**config.mk**
```make
export PLATFORM = sky130hd
export DESIGN_NAME = tag_control_flat
export DESIGN_NICKNAME = d
export VERILOG_FILES = /design/src/rtl/tag_control_pkg.sv /design/src/rtl/tag_control_if.sv /design/src/rtl/tag_control_fifo.sv /design/src/rtl/tag_control.sv /design/src/flat_wrapper.sv
export SDC_FILE = /design/constraint.sdc
export NUM_CORES = 1
export LEC_CHECK = 0
export BUFFER_PORTS_ARGS = -buffer_cell sky130_fd_sc_hd__buf_2
export CAP_MARGIN = 20
export CORE_AREA = 2 2 337 339
export CTS_CLUSTER_DIAMETER = 120
export DETAILED_ROUTE_END_ITERATION = 16
export DIE_AREA = 0 0 339 341
export PLACE_DENSITY_LB_ADDON = 0.05
export SYNTH_ARGS = -nofsm -noshare
export SYNTH_HDL_FRONTEND = slang
export SYNTH_HIERARCHICAL = 1
export SYNTH_SLANG_ARGS = --single-unit
```
**constraint.sdc**
```tcl
create_clock -name clock -period 4.4 [get_ports clock]
set_input_delay 0.88 -clock clock [delete_from_list [all_inputs] [get_ports clock]]
set_output_delay 0.88 -clock clock [all_outputs]
set_load 0.02 [all_outputs]
```
**src/rtl/tag_control_pkg.sv**
```systemverilog
// tag_control_pkg
//   Shared types and defaults for the tag allocator.
//   - TAG_COUNT         : default number of tags in circulation
//   - tag_buffer_state  : allocator sequencing states
//   - CommandTagLine    : per-command metadata stored with each tag
//   - BufferStatus      : FIFO status bundle
package tag_control_pkg;

  localparam int TAG_COUNT = 32;

  typedef enum logic [1:0] {
    RESET = 2'd0,
    INIT  = 2'd1,
    POP   = 2'd2,
    READY = 2'd3
  } tag_buffer_state;

  typedef struct packed {
    logic [7:0]  tag;
    logic [3:0]  cu_id;
    logic [31:0] address_offest;
  } CommandTagLine;

  typedef struct packed {
    logic full;
    logic alfull;
    logic valid;
    logic empty;
  } BufferStatus;

endpackage

```
**src/rtl/tag_control_if.sv**
```systemverilog
// tag_control_if
//   Bundles the command-stage and PSL response signals of the tag allocator.
//   slave  : tag_control side (grants tags, returns stored metadata)
//   master : arbiter / PSL side
interface tag_control_if;
  import tag_control_pkg::*;

  logic          enabled_in;
  logic          tag_request_in;
  CommandTagLine cmd_tag_line_in;
  logic          tag_ready_out;
  logic          tag_valid_out;
  logic [7:0]    tag_out;
  logic          response_valid_in;
  logic [7:0]    response_tag_in;
  CommandTagLine cmd_tag_line_out;
  logic          cmd_tag_valid_out;
  logic [8:0]    free_count_out;

  modport slave (
    input  enabled_in, tag_request_in, cmd_tag_line_in,
           response_valid_in, response_tag_in,
    output tag_ready_out, tag_valid_out, tag_out,
           cmd_tag_line_out, cmd_tag_valid_out, free_count_out
  );

  modport master (
    output enabled_in, tag_request_in, cmd_tag_line_in,
           response_valid_in, response_tag_in,
    input  tag_ready_out, tag_valid_out, tag_out,
           cmd_tag_line_out, cmd_tag_valid_out, free_count_out
  );
endinterface

```
**src/rtl/tag_control_fifo.sv**
```systemverilog
// tag_fifo
//   Synchronous show-ahead FIFO holding free tags.
//   clock, rstn : clock / async active-low reset
//   push, data_in : write request and data (ignored when full)
//   pop           : consume head (ignored when empty)
//   data_out      : current head entry
//   status        : full / alfull / valid / empty
module tag_fifo
  import tag_control_pkg::*;
#(
  parameter int DEPTH = 32,
  parameter int WIDTH = 8
) (
  input  logic             clock,
  input  logic             rstn,
  input  logic             push,
  input  logic             pop,
  input  logic [WIDTH-1:0] data_in,
  output logic [WIDTH-1:0] data_out,
  output BufferStatus      status
);
  localparam int PTR_W = (DEPTH > 1) ? $clog2(DEPTH) : 1;
  localparam int CNT_W = $clog2(DEPTH + 1);

  logic [WIDTH-1:0] mem [DEPTH];
  logic [PTR_W-1:0] rd_ptr;
  logic [PTR_W-1:0] wr_ptr;
  logic [CNT_W-1:0] count;
  logic             do_push;
  logic             do_pop;

  assign do_push = push && (count != CNT_W'(DEPTH));
  assign do_pop  = pop && (count != '0);

  function automatic logic [PTR_W-1:0] next_ptr(input logic [PTR_W-1:0] p);
    return (p == PTR_W'(DEPTH - 1)) ? '0 : p + 1'b1;
  endfunction

  always_ff @(posedge clock or negedge rstn) begin
    if (!rstn) begin
      rd_ptr <= '0;
      wr_ptr <= '0;
      count  <= '0;
    end else begin
      if (do_push) wr_ptr <= next_ptr(wr_ptr);
      if (do_pop)  rd_ptr <= next_ptr(rd_ptr);
      if (do_push && !do_pop)      count <= count + 1'b1;
      else if (do_pop && !do_push) count <= count - 1'b1;
    end
  end

  // Storage is not reset; pointers define what is live.
  always_ff @(posedge clock) begin
    if (do_push) mem[wr_ptr] <= data_in;
  end

  assign data_out      = mem[rd_ptr];
  assign status.full   = (count == CNT_W'(DEPTH));
  assign status.alfull = (count >= CNT_W'(DEPTH - 1));
  assign status.empty  = (count == '0);
  assign status.valid  = (count != '0);
endmodule

```
**src/rtl/tag_control.sv**
```systemverilog
// tag_control
//   Hands out free command tags, remembers each command's CommandTagLine,
//   restores it when the PSL response arrives and recycles the tag.
//   clock, rstn : clock / async active-low reset
//   bus         : tag_control_if.slave (request/grant, response/lookup, status)
module tag_control
  import tag_control_pkg::*;
#(
  parameter int TAG_COUNT = tag_control_pkg::TAG_COUNT
) (
  input  logic         clock,
  input  logic         rstn,
  tag_control_if.slave bus
);
  localparam int         IDX_W     = (TAG_COUNT > 1) ? $clog2(TAG_COUNT) : 1;
  localparam logic [8:0] TAG_LIMIT = 9'(TAG_COUNT);
  localparam logic [7:0] LAST_TAG  = 8'(TAG_COUNT - 1);

  tag_buffer_state state;
  logic [7:0]      init_cnt;
  logic [8:0]      free_count;
  logic            tag_valid;
  logic [7:0]      tag_q;
  logic            cmd_valid;
  CommandTagLine   cmd_line;

  CommandTagLine   tag_table [TAG_COUNT];
  CommandTagLine   resp_line;

  BufferStatus     fifo_status;
  logic [7:0]      fifo_head;
  logic [7:0]      fifo_din;
  logic            fifo_push;
  logic            fifo_pop;
  logic            tag_ready;
  logic            grant;
  logic            resp_ok;
  logic            status_unused;

  assign tag_ready = (state == READY) && !fifo_status.empty;
  assign grant     = bus.tag_request_in && tag_ready;
  assign resp_ok   = bus.response_valid_in && (state == READY) &&
                     ({1'b0, bus.response_tag_in} < TAG_LIMIT);

  assign fifo_push = (state == INIT) || resp_ok;
  assign fifo_din  = (state == INIT) ? init_cnt : bus.response_tag_in;
  assign fifo_pop  = grant;

  assign status_unused = fifo_status.alfull;

  tag_fifo #(
    .DEPTH (TAG_COUNT),
    .WIDTH (8)
  ) u_fifo (
    .clock    (clock),
    .rstn     (rstn),
    .push     (fifo_push),
    .pop      (fifo_pop),
    .data_in  (fifo_din),
    .data_out (fifo_head),
    .status   (fifo_status)
  );

  always_ff @(posedge clock) begin
    if (grant) tag_table[fifo_head[IDX_W-1:0]] <= bus.cmd_tag_line_in;
  end

  // Lookup carries the responding tag rather than whatever was stored.
  always_comb begin
    resp_line     = tag_table[bus.response_tag_in[IDX_W-1:0]];
    resp_line.tag = bus.response_tag_in;
  end

  always_ff @(posedge clock or negedge rstn) begin
    if (!rstn) begin
      state      <= RESET;
      init_cnt   <= '0;
      free_count <= '0;
      tag_valid  <= 1'b0;
      tag_q      <= '0;
      cmd_valid  <= 1'b0;
      cmd_line   <= '0;
    end else begin
      tag_valid <= 1'b0;
      cmd_valid <= 1'b0;

      case (state)
        RESET: begin
          init_cnt <= '0;
          if (bus.enabled_in) state <= INIT;
        end
        INIT: begin
          init_cnt <= init_cnt + 1'b1;
          if (init_cnt == LAST_TAG) state <= POP;
        end
        POP:   state <= READY;
        READY: begin
          if (grant) begin
            tag_valid <= 1'b1;
            tag_q     <= fifo_head;
          end
          if (resp_ok) begin
            cmd_valid <= 1'b1;
            cmd_line  <= resp_line;
          end
        end
        default: state <= RESET;
      endcase

      // Push is never refused in practice: at most TAG_COUNT tags exist.
      if (fifo_push && !fifo_pop && !fifo_status.full)
        free_count <= free_count + 1'b1;
      else if (fifo_pop && !fifo_push && fifo_status.valid)
        free_count <= free_count - 1'b1;
    end
  end

  assign bus.tag_ready_out     = tag_ready;
  assign bus.tag_valid_out     = tag_valid;
  assign bus.tag_out           = tag_q;
  assign bus.cmd_tag_valid_out = cmd_valid;
  assign bus.cmd_tag_line_out  = cmd_line;
  assign bus.free_count_out    = free_count;
endmodule

```
**src/flat_wrapper.sv**
```systemverilog
// flat-port wrapper written by rule: the top's interface ports become plain ports
module tag_control_flat import tag_control_pkg::*;
#(
  parameter int TAG_COUNT = tag_control_pkg::TAG_COUNT
)
  (clock, rstn, bus_enabled_in, bus_tag_request_in, bus_cmd_tag_line_in, bus_response_valid_in, bus_response_tag_in, bus_tag_ready_out, bus_tag_valid_out, bus_tag_out, bus_cmd_tag_line_out, bus_cmd_tag_valid_out, bus_free_count_out);
  tag_control_if bus_i ();
  input  logic clock;
  input  logic rstn;
  input wire logic [$bits(bus_i.enabled_in)-1:0] bus_enabled_in;
  input wire logic [$bits(bus_i.tag_request_in)-1:0] bus_tag_request_in;
  input wire logic [$bits(bus_i.cmd_tag_line_in)-1:0] bus_cmd_tag_line_in;
  input wire logic [$bits(bus_i.response_valid_in)-1:0] bus_response_valid_in;
  input wire logic [$bits(bus_i.response_tag_in)-1:0] bus_response_tag_in;
  output wire logic [$bits(bus_i.tag_ready_out)-1:0] bus_tag_ready_out;
  output wire logic [$bits(bus_i.tag_valid_out)-1:0] bus_tag_valid_out;
  output wire logic [$bits(bus_i.tag_out)-1:0] bus_tag_out;
  output wire logic [$bits(bus_i.cmd_tag_line_out)-1:0] bus_cmd_tag_line_out;
  output wire logic [$bits(bus_i.cmd_tag_valid_out)-1:0] bus_cmd_tag_valid_out;
  output wire logic [$bits(bus_i.free_count_out)-1:0] bus_free_count_out;
  assign bus_i.enabled_in = bus_enabled_in;
  assign bus_i.tag_request_in = bus_tag_request_in;
  assign bus_i.cmd_tag_line_in = bus_cmd_tag_line_in;
  assign bus_i.response_valid_in = bus_response_valid_in;
  assign bus_i.response_tag_in = bus_response_tag_in;
  assign bus_tag_ready_out = bus_i.tag_ready_out;
  assign bus_tag_valid_out = bus_i.tag_valid_out;
  assign bus_tag_out = bus_i.tag_out;
  assign bus_cmd_tag_line_out = bus_i.cmd_tag_line_out;
  assign bus_cmd_tag_valid_out = bus_i.cmd_tag_valid_out;
  assign bus_free_count_out = bus_i.free_count_out;
  tag_control #(.TAG_COUNT(TAG_COUNT)) u_core (.clock(clock), .rstn(rstn), .bus(bus_i));
endmodule
```
==> summary.txt <==
Run status
  – Status: complete, no violations

Clock tree
  – CTS Root Cell: clkbuf_16
  – Post-CTS Setup Inserts: 0
  – Clk sinks: 1,497
  – Clock buffer depth: 3
  – Clock edge transition at the registers on the reported setup and hold paths: 0.06 ns
  – CTS tree: done
  – CTS hold repair buffers: 0
  – Post-CTS resize count: 0
  – CTS buffer count: 153
  – H-tree Lvls: 4
  – Worst-skew pair later-pin latency: 0.76 ns

Route
  – Routed Antenna Nets: 0
  – Residual DRC count: 0
  – Post-DR vias/cell: 6.20
  – Vias: 28,900
  – DRT Pass-1 Iters: 5
  – Initial detailed-routing violation count: 2,773
  – Detailed Route WL: 143 mm
  – DR WL/cell: 30.7 um

Timing
  – Slew Limit Fails: 0
  – Setup TNS: 0 ns
  – Fin crit period: 4.15 ns
  – Slew margin rel.: 32.5%
  – RSZ-0062 raised after global routing: no
  – Hold Vio Cnt, Final: 0
  – Final setup viols: 0
  – Worst slew pin tran: 1.01 ns
  – Final Cycle Share: 94.3%
  – Fmax: 241 MHz
  – Clock skew: 0.0250 ns

Floorplan
  – Row cnt: 123
  – Die X: 339 um
  – Die ar.: 116,000 sq um
  – Initial Util: 51.8%
  – Placeable Area: 112,000 sq um
  – Die Ht: 341 um
  – I/O pin cnt: 121

Placement
  – Final GP Congestion: 0.781
  – DP Area: 61,500 sq um
  – Port bufs: 112
  – Dpl hpwl: 81.2 mm

Global routing
  – Global route total overflow: 0
  – Vias in the first global route: 29,500
  – Total GRT Usage: 24.9%
  – Initial antenna violation count: 7
  – Largest net degree at the start of global routing: 97
  – First-pass GRT wire length: 207 mm

Setup path
  – Crit path to: u_core/tag_table[21][0]
  – Cells on worst reg2reg path: 8
  – CP max FO: 17
  – R2R Path End: u_core/tag_table[21][0]
  – CP startpoint: u_core/u_fifo/rd_ptr[2]
  – Required @ worst endpoint: 4.81 ns
  – Worst Setup Start Kind: flip-flop
  – CP endpoint kind: flip-flop
  – Crit path kind: flip-flop to flip-flop
  – Worst Path Arrival: 4.56 ns
  – Flop2flop setup slack: 0.25 ns
  – Reg2reg start: u_core/u_fifo/rd_ptr[2]

Synth
  – Syn nets: 2,879
  – Synthesized area per cell: 20.7 sq um
  – Cells after Synth: 2,795
  – Cell Area, Synth: 58,000 sq um
  – Synthesis Warnings: 6

Power
  – PwrDens: 536 nW/um^2
  – Pwr Total: 35.5 mW
  – Leak: 21.8 nW
  – Peak supply drop: 0.413 mV

Final layout
  – Fraction of layout instances using a drive strength above 1: 26.0%
  – Design area: 66,300 sq um
  – Final net count: 3,117
  – Layout area overhead: 14.3%

Job
  – Maxcap violations: 0

Hold path
  – Path type of the worst min-delay path: input pin to async pin
metal layers:
metal	global-route usage, %	wire length (um)
met5	0	74
met4	6.57	2890
met3	4.46	9160
met2	39.5	68900
met1	36.3	62100
final cells by class:
cell class,count,area (sq um)
inverter,22,82.6
timing repair buffer,232,2130
clock inverter,67,512
multi-input combinational,1127,12900
tap,1500,1880
sequential,1497,44500
antenna,1,2.50
clock buffer,216,4260
fill,8160,45600
how the worst min path moves through the flow:
stage | endpoint | slack [ns] | cells past startpoint
finish | u_core/u_fifo/rd_ptr[3] | 0.22 | 1
global route | u_core/u_fifo/rd_ptr[3] | 0.22 | 1
CTS | u_core/u_fifo/rd_ptr[3] | 0.20 | 1
detailed placement | u_core/bus.cmd_tag_line_out[39] | 0.47 | 2
global placement | u_core/bus.cmd_tag_line_out[37] | 0.45 | 2
floorplan | u_core/init_cnt[7] | 0.47 | 1
worst max-delay path: stages, from the launching register on:
cell and delay (ns):
dfrtp_1 0.71, nand3_1 0.49, o22ai_1 0.42, a2111oi_1 0.17, a21oi_1 0.77, buf_4 0.24
nand3b_1 0.34, nor2_4 0.27, buf_4 0.37
flip-flops by register name, summed over array words and instances, names as in the netlist, 5 cells and up:
register	flops
u_core/bus.free_count_out	9
u_core/tag_table	1152
u_core/init_cnt	8
u_core/u_fifo/wr_ptr	5
u_core/bus.tag_out	8
u_core/u_fifo/mem	256
u_core/u_fifo/count	6
u_core/u_fifo/rd_ptr	5
u_core/bus.cmd_tag_line_out	44
power by group:
part | internal [mW] | total (mW) | switching (mW)
Sequential | 16.7 | 17.3 | 0.573
Clock | 7.11 | 12.3 | 5.23
Combinational | 2.18 | 5.92 | 3.74
placed cells by master (no fill, tap or decap), types with 13 or more instances in the layout:
master and instances:
o21ai_1 17, clkbuf_16 159, mux2i_1 183, o211ai_1 40, inv_1 20, nand3_1 22
ha_1 25, nor2_4 34, nor2_1 55, clkbuf_1 50, clkinv_2 31, a211oi_1 13
dfrtp_1 88, o22a_1 25, a221oi_1 26, edfxtp_1 1408, nor2b_1 14, mux4_2 288
nand2_1 93, a21oi_1 22, buf_2 108, a22oi_1 27, o22ai_1 44, o21ai_0 34
mux2_2 22, buf_12 51, buf_4 70, clkinv_1 20
through the flow:
| step | hold slack, ns | utilization (%) | setup WS [ns] | std cells |
|---|---|---|---|---|
| 6_report | 0.215 | 59.2 | 0.251 | 4662 |
| 5_1_grt | 0.224 | 59.2 | 0.0530 | 4661 |
| 4_1_cts | 0.202 | 59.2 | 0.0516 | 4661 |
| 3_5_place_dp | 0.465 | 55.0 | 0.0900 | 4378 |
| 3_3_place_gp | 0.455 | 55.0 | 0.151 | 4378 |
| 2_1_floorplan | 0.474 | - | 0.0500 | 2795 |
Power figures use the tool's default switching activity.
